### src/rtl/keypad_pkg.sv
// Shared types and constants for the 4x4 keypad scanner.
// Holds the FSM state encoding, the row/column key map and small decode helpers.
package keypad_pkg;

  typedef enum logic [1:0] {SCAN, DEBOUNCE, HELD, RELEASE} kp_state_t;

  // KEYMAP[row][col], index 0 = bit 0 of row/col
  localparam logic [3:0] KEYMAP [4][4] = '{
    '{4'h1, 4'h2, 4'h3, 4'hA},
    '{4'h4, 4'h5, 4'h6, 4'hB},
    '{4'h7, 4'h8, 4'h9, 4'hC},
    '{4'hE, 4'h0, 4'hF, 4'hD}
  };

  function automatic logic [3:0] row_drive(input logic [1:0] ri);
    logic [3:0] one_hot;
    one_hot = 4'b0001 << ri;
    return ~one_hot;
  endfunction

  // Lowest-index active-low column wins when several are pressed together.
  function automatic logic [1:0] low_col(input logic [3:0] c);
    logic [1:0] idx;
    if (!c[0])      idx = 2'd0;
    else if (!c[1]) idx = 2'd1;
    else if (!c[2]) idx = 2'd2;
    else            idx = 2'd3;
    return idx;
  endfunction

endpackage

### src/rtl/keypad_scanner_sync2.sv
// Four-bit two-flop synchronizer for the asynchronous column sense lines.
// Resets to all ones so an idle (pulled-up) keypad is seen during reset.
module sync2 (
  input  logic       clk,
  input  logic       rst_n,
  input  logic [3:0] d,
  output logic [3:0] q
);

  logic [3:0] meta;

  always_ff @(posedge clk or negedge rst_n) begin
    if (!rst_n) begin
      meta <= 4'hF;
      q    <= 4'hF;
    end else begin
      meta <= d;
      q    <= meta;
    end
  end

endmodule

### src/rtl/keypad_scanner.sv
// 4x4 matrix keypad scanner: rotates an active-low row drive, debounces press
// and release, and emits one key_valid pulse with the hex code per press.
//
// state    | meaning
// SCAN     | rotate rows, sample columns on the last dwell cycle of each row
// DEBOUNCE | row frozen, require a stable low on the latched column
// HELD     | key accepted, all other keys ignored until the column goes high
// RELEASE  | require a stable high before resuming the scan at the next row
module keypad_scanner
  import keypad_pkg::*;
#(
  parameter int SCAN_DIV        = 240000,
  parameter int DEBOUNCE_CYCLES = 480000
) (
  input  logic       clk,
  input  logic       reset,
  output logic [3:0] row,
  input  logic [3:0] col,
  output logic [3:0] key_code,
  output logic       key_valid,
  output logic       key_pressed
);

  localparam int CW = $clog2((SCAN_DIV > DEBOUNCE_CYCLES) ? SCAN_DIV : DEBOUNCE_CYCLES);
  localparam logic [CW-1:0] SCAN_LAST = CW'(SCAN_DIV - 1);
  localparam logic [CW-1:0] DB_LAST   = CW'(DEBOUNCE_CYCLES - 1);

  logic [3:0]    col_s;
  kp_state_t     state;
  logic [1:0]    ri;
  logic [1:0]    ci;
  logic [CW-1:0] scan_cnt;
  logic [CW-1:0] db_cnt;

  sync2 u_sync (
    .clk   (clk),
    .rst_n (reset),
    .d     (col),
    .q     (col_s)
  );

  always_ff @(posedge clk or negedge reset) begin
    if (!reset) begin
      state       <= SCAN;
      ri          <= 2'd0;
      ci          <= 2'd0;
      scan_cnt    <= '0;
      db_cnt      <= '0;
      row         <= 4'b1110;
      key_code    <= 4'h0;
      key_valid   <= 1'b0;
      key_pressed <= 1'b0;
    end else begin
      key_valid <= 1'b0;
      case (state)
        SCAN: begin
          if (scan_cnt == SCAN_LAST) begin
            scan_cnt <= '0;
            if (col_s != 4'hF) begin
              ci     <= low_col(col_s);
              db_cnt <= '0;
              state  <= DEBOUNCE;
            end else begin
              ri  <= ri + 2'd1;
              row <= row_drive(ri + 2'd1);
            end
          end else begin
            scan_cnt <= scan_cnt + CW'(1);
          end
        end
        DEBOUNCE: begin
          if (col_s[ci]) begin
            ri    <= ri + 2'd1;
            row   <= row_drive(ri + 2'd1);
            state <= SCAN;
          end else if (db_cnt == DB_LAST) begin
            key_code    <= KEYMAP[ri][ci];
            key_valid   <= 1'b1;
            key_pressed <= 1'b1;
            state       <= HELD;
          end else begin
            db_cnt <= db_cnt + CW'(1);
          end
        end
        HELD: begin
          if (col_s[ci]) begin
            db_cnt <= '0;
            state  <= RELEASE;
          end
        end
        RELEASE: begin
          // A low here is contact bounce on release: fall back without a new pulse.
          if (!col_s[ci]) begin
            state <= HELD;
          end else if (db_cnt == DB_LAST) begin
            ri          <= ri + 2'd1;
            row         <= row_drive(ri + 2'd1);
            key_pressed <= 1'b0;
            state       <= SCAN;
          end else begin
            db_cnt <= db_cnt + CW'(1);
          end
        end
        default: state <= SCAN;
      endcase
    end
  end

endmodule

### config.mk
export PLATFORM = sky130hd
export DESIGN_NAME = keypad_scanner
export DESIGN_NICKNAME = d
export VERILOG_FILES = /design/src/rtl/keypad_pkg.sv /design/src/rtl/keypad_scanner_sync2.sv /design/src/rtl/keypad_scanner.sv
export SDC_FILE = /design/constraint.sdc
export NUM_CORES = 1
export LEC_CHECK = 0
export CAP_MARGIN = 25
export CORE_UTILIZATION = 64
export CTS_CLUSTER_SIZE = 12
export DETAILED_ROUTE_END_ITERATION = 6
export PLACE_DENSITY = 0.87
export SYNTH_ARGS = -nofsm -noshare
export SYNTH_HDL_FRONTEND = slang
export SYNTH_HIERARCHICAL = 1
export SYNTH_SLANG_ARGS = --single-unit
### constraint.sdc
create_clock -name clk -period 3.8 [get_ports clk]
set_clock_uncertainty 0.2 [all_clocks]
set_input_delay 0.38 -clock clk [delete_from_list [all_inputs] [get_ports clk]]
set_output_delay 0.38 -clock clk [all_outputs]
set_load 0.01 [all_outputs]
## Yosys cells after proc, flatten, opt, wreduce, memory -nomap -nowiden

Cells that the tools add are included.

| word-level totals | value |
|---|---|
| bits of input ports | 6 |
| output and inout port bits | 10 |
| logic and storage cells | 95 |
| flip-flop bits (word level) | 62 |

| cells by class | value |
|---|---|
| magnitude comparators | 3 |
| mux-type cells | 47 |
| bitwise logic cells | 4 |
| reduce and logical (&&, ||, !) cells | 9 |
| eq/ne operators | 17 |
| shifts and indexed selects | 1 |
| $add $sub $neg | 3 |

Operators by type and width:

| kind | count |
|---|---|
| $mux W19 | 7 |
| $pmux W19 S4 | 1 |
| $add A19 B1 Y19 const B | 2 |
| $bmux W16 S2 | 1 |
| $mux W16 | 2 |
| $mux W2 | 14 |
| $mux W4 | 7 |
| $eq A19 B18 Y1 const B | 1 |
| $eq A19 B19 Y1 const B | 1 |
| $ne A2 B2 Y1 const B | 9 |
| $reduce_and A5 Y1 | 3 |
| $pmux W4 S3 | 1 |
| $mux W1 | 9 |
| $bmux W4 S2 | 1 |
| $pmux W2 S4 | 1 |
| $ge A3 B3 Y1 const B | 2 |
| $ne A3 B3 Y1 const B | 2 |
| $not A2 Y3 | 2 |
| $pmux W2 S3 | 1 |
| $reduce_and A3 Y1 | 2 |
| $reduce_and A6 Y1 | 1 |
| $eq A2 B2 Y1 const B | 2 |
| $ne A4 B4 Y1 const B | 1 |
| $not A4 Y4 | 1 |
| other kinds (10) | 10 |

## Longest topological paths before layout

Gate-level depths: netlist of run 1.

| depth | value |
|---|---|
| depth after elaboration | 7 |
| depth in mapped cells | 10 |

## Hierarchy

The synthesis of run 1 kept the hierarchy.

Modules (own cells, without submodules):

| module | instances | area an instance (um^2) | cells an instance |
|---|---|---|---|
| keypad_scanner | 1 | 3,036.7 | 311 |
| sync2 | 1 | 210.2 | 8 |

## Worst setup path after synthesis of run 1

No wires, ideal clock.

| path | value |
|---|---|
| path type | reg-to-reg |
| start point | register db_cnt[15] |
| end point | register ri[1] |
| data required time | 3.475 ns |
| cell stages (with the launch flop) | 7 |
| data arrival time | 2.232 ns |
| setup slack | 1.243 ns |
| period minus slack after synthesis | 2.557 ns |
| path through | dfrtp_1 or4b_1 or4_4 nor2_4 o211ai_2 a21boi_4 mux2_4 |

| between the ends | value |
|---|---|
| longest elaborated chain between the ends | 3 |

Ends and longest elaborated chain:

| item | RTL line | source |
|---|---|---|
| start, declared | keypad_scanner.sv:33 | `logic [CW-1:0] db_cnt;` |
| start signal, assigned | keypad_scanner.sv:82 | `db_cnt <= db_cnt + CW'(1);` |
| start signal, assigned | keypad_scanner.sv:101 | `db_cnt <= db_cnt + CW'(1);` |
| $eq A19 B19 Y1 | keypad_scanner.sv:95 | `end else if (db_cnt == DB_LAST) begin` |
| $ne A2 B2 Y1 (no source line) | n/a |  |
| $reduce_and A6 Y1 (no source line) | n/a |  |
| end signal, assigned | keypad_scanner.sv:64 | `ri <= ri + 2'd1;` |
| end signal, assigned | keypad_scanner.sv:73 | `ri <= ri + 2'd1;` |
| end signal, assigned | keypad_scanner.sv:96 | `ri <= ri + 2'd1;` |
| end, declared | keypad_scanner.sv:30 | `logic [1:0] ri;` |

Every way passes these cells.
A chain may end at the register's enable or synchronous reset.

## Worst setup path after layout of run 1

| path | value |
|---|---|
| start point | register db_cnt[15] |
| end point | register db_cnt[1] |

| between the ends | value |
|---|---|
| longest elaborated chain between the ends | 4 |
| elaborated cells on any way between the ends | 5 |
| those cells by class | 1 x eq/ne; 4 x mux |

Ends and longest elaborated chain:

| item | RTL line |
|---|---|
| $eq A19 B19 Y1 * | keypad_scanner.sv:76, keypad_scanner.sv:95 |
| $mux W19 * | n/a |
| $mux W19 (on tied branches) | n/a |
| $pmux W19 S4 * | n/a |

Every way passes the cells marked *; elsewhere a longest branch is shown, timed or not. The select of a mux whose other input is x is not followed.

==> impl_summary.log, run 1 <==
INFO  metric power.net_switching = 0.000278 W
INFO  metric tightest_slew = 0.707 ns
INFO  metric growth_of_design_area_from_synthesis_to_finish = 11.9%
INFO  metric ys.warnings.count = 6
INFO  metric startpoint_type = flip-flop
INFO  metric final-setup-viol-count = 0
INFO  metric r2r.worst_path.cells = 6
INFO  metric cp_data_required_time = 3.84 ns
INFO  metric routability_congestion = 0.812
INFO  metric post_synth_inst_count = 319
INFO  metric cts-buffers-inserted = 9
INFO  metric drt_iter0_drc = 145
INFO  metric yosys.cell_types.count = 52
INFO  metric power.switching_fraction = 0.218
INFO  metric clkSlewWorstSetupHoldPaths = 0.07 ns
INFO  metric seq_area_frac_synth = 0.482
INFO  metric synthesis.area_per_instance = 10.2 um^2
INFO  metric floorplan.io_pins = 16
INFO  metric timing.critical_path.fanout_max = 16
INFO  metric gr_util_all_layers = 0.277
INFO  metric num_vias = 2,457
INFO  metric tritoncts = yes
INFO  metric layout_commonest_cell = sky130_fd_sc_hd__dfrtp_1
INFO  metric worstHoldEndpoint = u_sync/q[3]$_DFF_PN1_
INFO  metric first_global_vias = 2,374
INFO  metric finalNonFillerCells = 409
INFO  metric cellInternalPower = 0.000996 W
INFO  metric reg2reg_from = db_cnt[15]$_DFFE_PN0P_
INFO  metric io_buffer_count = 15
INFO  metric dp.cells = 391
INFO  metric global_route.overflow_total = 0
INFO  metric die_w = 73.2 um
INFO  metric detail_route.first_pass.iterations = 5
INFO  metric finish.instance_area = 0.00363 mm^2
INFO  metric cts_num_sinks = 62
INFO  metric final_max_slew_viol_count = 0
INFO  metric fraction_of_the_cycle_the_final_worst_path_needs = 0.766
INFO  metric netlist_area = 0.00325 mm^2
INFO  metric share_comb_of_total_power = 0.020
INFO  metric postRouteWirelength = 6.42 mm
INFO  metric ys_ff_latch = 62
INFO  metric max_freq = 344 MHz
INFO  metric avg_vias_per_cell = 6.01
INFO  metric crit_arrival = 2.95 ns
INFO  metric routed_length_per_placed_instance = 15.7 um
INFO  metric hpwl = 4.25 mm
INFO  metric grt_setup_unrepaired = no
INFO  metric clk_root_buffer_cell = sky130_fd_sc_hd__clkbuf_8
INFO  metric fp-row-count = 25
INFO  metric die-area = 0.00536 mm^2
INFO  metric design.core.area = 0.00482 mm^2
INFO  metric grt_first_pass_wirelength = 10.9 mm
INFO  metric clock_insertion_delay_worst_skew = 0.35 ns
INFO  metric seqPwrFrac = 0.526
INFO  metric final_antenna_net_count = 0
INFO  metric diodes = 0
INFO  metric power-per-cell-area = 351 mW/mm^2
INFO  metric clock_power_share = 0.453
INFO  metric r2r_slack = 0.89 ns
INFO  metric cts_max_level = 3
INFO  metric chipHeight = 73.2 um
INFO  metric fillers = 360
INFO  metric synthFlopType = sky130_fd_sc_hd__dfrtp_1
INFO  metric final-hold-violation-count = 0
INFO  metric final_layout_size_suffix_gt1_frac = 0.149
INFO  metric max_slew_margin = 0.529
INFO  metric max_cap_viol_count = 0
INFO  metric place_area = 0.00341 mm^2
INFO  metric fin_tns_setup = 0 ns
INFO  metric peakVddDrop = 355 uV
INFO  metric drc = 0
INFO  metric layout_common_cells = sky130_fd_sc_hd__dfrtp_1, sky130_fd_sc_hd__nand2_1, sky130_fd_sc_hd__a21oi_1, sky130_fd_sc_hd__o21ai_0, sky130_fd_sc_hd__inv_1
INFO  metric worst_hold_path_type = flip-flop to flip-flop
INFO  metric cellLeakagePower = 1.52 nW
INFO  metric postCtsSetupRepairBufs = 0
INFO  metric synth_fp_nets = 334
INFO  metric crit-reg2reg-capture = db_cnt[1]$_DFFE_PN0P_
INFO  metric start_util = 0.674
INFO  metric run_status = complete, no violations
INFO  metric critical_path.endpoint_type = flip-flop
INFO  metric synth-edff-count = 0
INFO  metric final_net_count = 352
INFO  metric holdCritStartpoint = u_sync/meta[3]$_DFF_PN1_
INFO  metric antenna_found_initial = 0
INFO  metric layout_min_cycle_time = 2.91 ns
INFO  metric async_s_r_ff_share_synth = 1.00
INFO  metric cts-root-to-sink-buffers = 2
INFO  metric grt_max_degree = 48
INFO  metric critical_path_class = flip-flop to flip-flop
INFO  metric hold-path-cell-count = 0
==> critical path, cell delays in order (launching register included) <==
cell	delay (ns)
sky130_fd_sc_hd__dfrtp_1	0.41
sky130_fd_sc_hd__or4b_1	0.55
sky130_fd_sc_hd__or4_4	0.57
sky130_fd_sc_hd__o211ai_2	0.17
sky130_fd_sc_hd__and3_1	0.54
sky130_fd_sc_hd__a21oi_1	0.12
sky130_fd_sc_hd__a31o_2	0.25
==> final cells by class <==
| class | instances | area, um^2 | share of cell area |
|---|---|---|---|
| Tap cell | 67 | 83.8 | 0.0231 |
| Sequential cell | 62 | 1570 | 0.431 |
| Clock buffer | 12 | 145 | 0.0399 |
| Multi-Input combinational cell | 230 | 1550 | 0.425 |
| Timing Repair Buffer | 19 | 190 | 0.0523 |
| Clock inverter | 4 | 47.5 | 0.0131 |
| Inverter | 15 | 56.3 | 0.0155 |
==> per-layer routing <==
layer | global-route usage | share of wire | routed length, um
met2 | 0.442 | 0.50 | 3230
met3 | 0.102 | 0.038 | 243
met5 | 0 | 0 | 0
met4 | 0.100 | 0.016 | 103
met1 | 0.344 | 0.44 | 2850
==> timing repair <==
item / 4_1_cts / 5_1_grt
hold buffers: 0 / 1
gates resized for setup: 0 / 0
hold endpoints to repair: 0 / 13
==> worst max path at each step <==
stage,to,cells after the start,slack [ns],from
CTS,db_cnt[1]$_DFFE_PN0P_,6,0.91,db_cnt[15]$_DFFE_PN0P_
global route,scan_cnt[17]$_DFFE_PN0P_,6,0.69,state[0]$_DFFE_PN0P_
finish,db_cnt[1]$_DFFE_PN0P_,6,0.89,db_cnt[15]$_DFFE_PN0P_
floorplan,ri[1]$_DFFE_PN0P_,6,1.24,db_cnt[15]$_DFFE_PN0P_
detailed placement,db_cnt[1]$_DFFE_PN0P_,6,0.97,db_cnt[15]$_DFFE_PN0P_
global placement,db_cnt[15]$_DFFE_PN0P_,6,1.08,ci[0]$_DFFE_PN0P_
==> flip-flops by register name, summed over array words and instances, names as in the netlist, 2 cells and up, named ones only <==
register and flops:
ri 2, db_cnt 19, ci 2, u_sync/meta 4, key_code 4, u_sync/q 4, row 4, scan_cnt 19
==> cells in the mapped netlist, types with 2 or more instances <==
| master | instances | area [um^2] |
|---|---|---|
| sky130_fd_sc_hd__mux2i_1 | 10 | 100 |
| sky130_fd_sc_hd__nor2_1 | 14 | 52.6 |
| sky130_fd_sc_hd__or4_1 | 2 | 15.0 |
| sky130_fd_sc_hd__o21ai_1 | 11 | 55.1 |
| sky130_fd_sc_hd__xor2_1 | 8 | 70.1 |
| sky130_fd_sc_hd__o211ai_1 | 5 | 37.5 |
| sky130_fd_sc_hd__buf_4 | 2 | 15.0 |
| sky130_fd_sc_hd__mux2_2 | 5 | 56.3 |
| sky130_fd_sc_hd__dfrtp_1 | 51 | 1280 |
| sky130_fd_sc_hd__and3_1 | 5 | 31.3 |
| sky130_fd_sc_hd__nand2_1 | 35 | 131 |
| sky130_fd_sc_hd__nor4bb_1 | 3 | 30.0 |
| sky130_fd_sc_hd__nand3_1 | 10 | 50.1 |
| sky130_fd_sc_hd__a31oi_1 | 2 | 12.5 |
| sky130_fd_sc_hd__a21oi_1 | 24 | 120 |
| sky130_fd_sc_hd__ha_1 | 9 | 113 |
| sky130_fd_sc_hd__buf_6 | 2 | 22.5 |
| sky130_fd_sc_hd__dfstp_2 | 11 | 289 |
| sky130_fd_sc_hd__o31ai_1 | 3 | 22.5 |
| sky130_fd_sc_hd__or3_1 | 14 | 87.6 |
| sky130_fd_sc_hd__nor4_1 | 3 | 18.8 |
| sky130_fd_sc_hd__a21boi_4 | 2 | 37.5 |
| sky130_fd_sc_hd__o21ai_0 | 17 | 85.1 |
| sky130_fd_sc_hd__xnor2_1 | 9 | 78.8 |
| sky130_fd_sc_hd__inv_1 | 15 | 56.3 |
| sky130_fd_sc_hd__o211ai_2 | 2 | 25.0 |
| sky130_fd_sc_hd__buf_2 | 2 | 10.0 |
| sky130_fd_sc_hd__or2_2 | 2 | 12.5 |
| sky130_fd_sc_hd__and2_1 | 2 | 12.5 |
| sky130_fd_sc_hd__nor3_1 | 5 | 25.0 |
| sky130_fd_sc_hd__nand4_1 | 9 | 56.3 |
| sky130_fd_sc_hd__clkbuf_1 | 5 | 18.8 |
==> through the flow <==
step | total power (W) | setup slack, ns | hold slack [ns] | util
after CTS | 0.00128 | 0.908 | 0.0394 | 0.748
after floorplan | 0.000687 | 1.24 | -0.116 | -
after global routing | 0.00131 | 0.691 | 0.160 | 0.754
after global placement | 0.000706 | 1.08 | 0.146 | 0.708
final | 0.00127 | 0.890 | 0.158 | 0.754
after detailed placement | 0.000707 | 0.966 | 0.149 | 0.708
==> logic make-up after synthesis <==
| kind of cell | after synthesis | share of synthesized area |
|---|---|---|
| and+or+nand+nor | 116 | 0.195 |
| AOI/OAI and AO/OA | 71 | 0.140 |
| DFF | 62 | 0.482 |
| buffers and inverters | 27 | 0.0420 |
| xor gates and xnor gates | 17 | 0.0459 |
| muxes | 17 | 0.0597 |
| adders and majority gates | 9 | 0.0347 |
==> power groups by stage <==
stage           logic (W)  clock network, W  registers (W)
2_1_floorplan  0.00000468                 0       0.000682
3_3_place_gp    0.0000232                 0       0.000682
3_5_place_dp    0.0000240                 0       0.000683
4_1_cts         0.0000241          0.000585       0.000671
5_1_grt         0.0000302          0.000610       0.000671
6_report        0.0000260          0.000578       0.000671
No activity file was read; power rests on OpenSTA's default activity.
==> inputs of run 2 (changes only) <==
--- a/config.mk
+++ b/config.mk
@@ -6,10 +6,10 @@
 export NUM_CORES = 1
 export LEC_CHECK = 0
 export CAP_MARGIN = 25
-export CORE_UTILIZATION = 64
+export CORE_UTILIZATION = 54
 export CTS_CLUSTER_SIZE = 12
 export DETAILED_ROUTE_END_ITERATION = 6
-export PLACE_DENSITY = 0.87
+export PLACE_DENSITY = 0.79
 export SYNTH_ARGS = -nofsm -noshare
 export SYNTH_HDL_FRONTEND = slang
 export SYNTH_HIERARCHICAL = 1
==> constraint.sdc (replaced) <==
create_clock -name clk -period 2.5 [get_ports clk]
set_clock_uncertainty 0.2 [all_clocks]
set_input_delay 0.25 -clock clk [delete_from_list [all_inputs] [get_ports clk]]
set_output_delay 0.25 -clock clk [all_outputs]
set_load 0.01 [all_outputs]
==> run 2 against run 1 <==
Compared with the run above:
- the flow now finishes with violations (setup timing)
- cell count is 11% higher
- sequential power rose by 52%
- die area is 18% higher
- via count up 5.6%
- power up 51%
- count of clock-buffer cells in the layout up 1
- design area increased by 12%
- sequential share of layout area is 4.7 points lower
- first-iteration DRC count up 21%
- clock power rose by 48%
==> impl_summary.log, run 2 (synthesis results as in run 1) <==
INFO  metric cp_data_required_time = 2.52 ns (was 3.84 ns)
INFO  metric layout_common_cells = sky130_fd_sc_hd__dfrtp_1, sky130_fd_sc_hd__nand2_1, sky130_fd_sc_hd__buf_4, sky130_fd_sc_hd__a21oi_1, sky130_fd_sc_hd__inv_1 (was sky130_fd_sc_hd__dfrtp_1, sky130_fd_sc_hd__nand2_1, sky130_fd_sc_hd__a21oi_1, sky130_fd_sc_hd__o21ai_0, sky130_fd_sc_hd__inv_1)
INFO  metric final_net_count = 392 (was 352)
INFO  metric busiest_layer = met2 (unchanged)
INFO  metric global_route.overflow_total = 0 (unchanged)
INFO  metric clk_root_buffer_cell = sky130_fd_sc_hd__clkbuf_8 (unchanged)
INFO  metric report.power.total = 0.00192 W (was 0.00127 W)
INFO  metric final_layout_size_suffix_gt1_frac = 0.281 (was 0.149)
INFO  metric finalWorstSetupSlack = -0.125 ns (was 0.890 ns)
INFO  metric cts_max_level = 3 (unchanged)
INFO  metric floorplan.io_pins = 16 (unchanged)
INFO  metric finalNonFillerCells = 453 (was 409)
INFO  metric globalRouteMet1Util = 0.325 (was 0.344)
INFO  metric io_buffer_count = 15 (unchanged)
INFO  metric layout_min_cycle_time = 2.62 ns (was 2.91 ns)
INFO  metric postLayoutCoreUtil = 0.724 (was 0.754)
INFO  metric r2r_slack = -0.12 ns (was 0.89 ns)
INFO  metric startpoint_type = flip-flop (unchanged)
INFO  metric grt_first_pass_wirelength = 12.2 mm (was 10.9 mm)
INFO  metric postRouteWirelength = 7.16 mm (was 6.42 mm)
INFO  metric routed_length_per_placed_instance = 15.8 um (was 15.7 um)
INFO  metric clkSlewWorstSetupHoldPaths = 0.06 ns (was 0.07 ns)
INFO  metric violations_in_the_final_reports = setup timing
INFO  metric cts-buffers-inserted = 9 (unchanged)
INFO  metric final-setup-viol-count = 22 (was 0)
INFO  metric tightest_slew = 0.626 ns (was 0.707 ns)
INFO  metric dpl_worst_slack = -0.126 ns (was 0.966 ns)
INFO  metric peakVddDrop = 388 uV (was 355 uV)
INFO  metric globalRouteMet3Util = 0.0686 (was 0.102)
INFO  metric max_cap_viol_count = 0 (unchanged)
INFO  metric met2_usage = 0.409 (was 0.442)
INFO  metric num_vias = 2,595 (was 2,457)
INFO  metric fraction_of_the_cycle_the_final_worst_path_needs = 1.05 (was 0.766)
INFO  metric first_global_vias = 2,613 (was 2,374)
INFO  metric final_max_slew_viol_count = 0 (unchanged)
INFO  metric diodes = 0 (unchanged)
INFO  metric grt_max_degree = 38 (was 48)
INFO  metric grt_setup_unrepaired = yes (was no)
INFO  metric max_slew_margin = 0.582 (was 0.529)
INFO  metric tritoncts = yes (unchanged)
INFO  metric dp.cells = 429 (was 391)
INFO  metric max_freq = 381 MHz (was 344 MHz)
INFO  metric cts_num_sinks = 62 (unchanged)
INFO  metric worst_hold_path_type = input port to flip-flop (was flip-flop to flip-flop)
INFO  metric routability_congestion = 0.852 (was 0.812)
INFO  metric timing.critical_path.fanout_max = 3 (was 16)
INFO  metric drc = 0 (unchanged)
INFO  metric chipHeight = 79.5 um (was 73.2 um)
INFO  metric drt_iter0_drc = 176 (was 145)
INFO  metric detail_route.first_pass.iterations = 5 (unchanged)
INFO  metric hpwl = 4.58 mm (was 4.25 mm)
INFO  metric start_util = 0.576 (was 0.674)
INFO  metric die-area = 0.00633 mm^2 (was 0.00536 mm^2)
INFO  metric final_antenna_net_count = 0 (unchanged)
INFO  metric critical_path_class = flip-flop to flip-flop (unchanged)
INFO  metric cts-root-to-sink-buffers = 2 (unchanged)
INFO  metric biggestRegsByFlops = db_cnt x19, scan_cnt x19 (unchanged)
INFO  metric die_w = 79.5 um (was 73.2 um)
INFO  metric crit_arrival = 2.65 ns (was 2.95 ns)
INFO  metric antenna_found_initial = 0 (unchanged)
INFO  metric growth_of_design_area_from_synthesis_to_finish = 25.7% (was 11.9%)
INFO  metric final-hold-violation-count = 0 (unchanged)
INFO  metric run_status = finished with violations (was complete, no violations)
INFO  metric design.core.area = 0.00564 mm^2 (was 0.00482 mm^2)
INFO  metric hold-worst-slack = 0.115 ns (was 0.158 ns)
INFO  metric critical_path.endpoint_type = flip-flop (unchanged)
INFO  metric avg_vias_per_cell = 5.73 (was 6.01)
INFO  metric gr_util_all_layers = 0.256 (was 0.277)
INFO  metric fp-row-count = 27 (was 25)
INFO  metric layout_commonest_cell = sky130_fd_sc_hd__dfrtp_1 (unchanged)
INFO  metric clock_insertion_delay_worst_skew = 0.35 ns (about the same)
INFO  metric power-per-cell-area = 471 mW/mm^2 (was 351 mW/mm^2)
INFO  metric cellLeakagePower = 1.76 nW (was 1.52 nW)
-- run 2: cell count changes in the layout (fill, tap and decap cells not counted), sizes merged --
cell	change
clkbuf	+1
clkinvlp	-1
buf	+40
clkinv	-1
-- run 2: timing repair --
action | CTS | global route
cloned | 2 | 0
hold endpoints to repair | 25 | 0
pin swaps | 18 | 11
setup buffers | 7 | 0
resized for setup | 20 | 16
hold buffers | 1 | 0
endpoints found under the setup margin | 23 | 30
-- run 2: final timing paths --
| path | start | to | cells after the start |
|---|---|---|---|
| setup / recovery | db_cnt[10]$_DFFE_PN0P_ | key_code[3]$_DFFE_PN0P_ | 7 |
| hold / removal | col[0] | u_sync/meta[0]$_DFF_PN1_ | 1 |
| setup reg to reg | db_cnt[10]$_DFFE_PN0P_ | key_code[3]$_DFFE_PN0P_ | 7 |
| hold reg to reg | u_sync/meta[2]$_DFF_PN1_ | u_sync/q[2]$_DFF_PN1_ | 0 |
| max in group asynchronous | reset | u_sync/q[2]$_DFF_PN1_ | 3 |
| min in group asynchronous | reset | db_cnt[12]$_DFFE_PN0P_ | 2 |
-- run 2: metrics by stage --
| step | setup TNS [ns] | cell area, um^2 |
|---|---|---|
| 3_3_place_gp | -0.466 | 3690 |
| 5_1_grt | -4.02 | 4080 |
| 3_5_place_dp | -0.779 | 3690 |
| 2_1_floorplan | -0.0378 | 3250 |
| 4_1_cts | -1.55 | 4050 |
| 6_report | -1.42 | 4080 |
-- run 2: per-layer routing --
metal	part of all wire	vias to the layer above	routed length, um
met5	0	-	0
met4	0.016	0	118
met3	0.044	14	314
met2	0.49	67	3490
met1	0.45	1262	3240
li1	-	1252	-
-- run 2: cell type report --
type | count | area [um^2]
well taps | 72 | 90.1
repair buffers | 59 | 531
multi-input cells | 230 | 1660
inverters | 15 | 56.3
clock buffers | 13 | 149
flip-flops and latches | 62 | 1570
clock inverters | 2 | 35.0
fillers | 357 | 1560
-- run 2: report_power, final --
group | switching (W) | internal, W
Sequential | 0.00000369 | 0.00102
Combinational | 0.0000276 | 0.0000169
Clock | 0.000376 | 0.000482
-- run 2: worst max-delay path, stage by stage, from the launching register on --
cell and delay, ns:
sky130_fd_sc_hd__dfrtp_1 0.38, sky130_fd_sc_hd__or4b_1 0.52, sky130_fd_sc_hd__or4_4 0.53, sky130_fd_sc_hd__nor2_4 0.13
sky130_fd_sc_hd__nand2_2 0.10, sky130_fd_sc_hd__nor3_4 0.18, sky130_fd_sc_hd__buf_4 0.16, sky130_fd_sc_hd__mux2_4 0.30
==> inputs of run 3 (changes only) <==
==> constraint.sdc (replaced) <==
create_clock -name clk -period 2.5 [get_ports clk]
set_clock_uncertainty 0.2 [all_clocks]
set_input_delay 0.25 -clock clk [delete_from_list [all_inputs] [get_ports clk]]
set_output_delay 0.25 -clock clk [all_outputs]
set_load 0.005 [all_outputs]
==> results of run 3 <==
Final layout, timing and power as in run 2 (identical DEF).
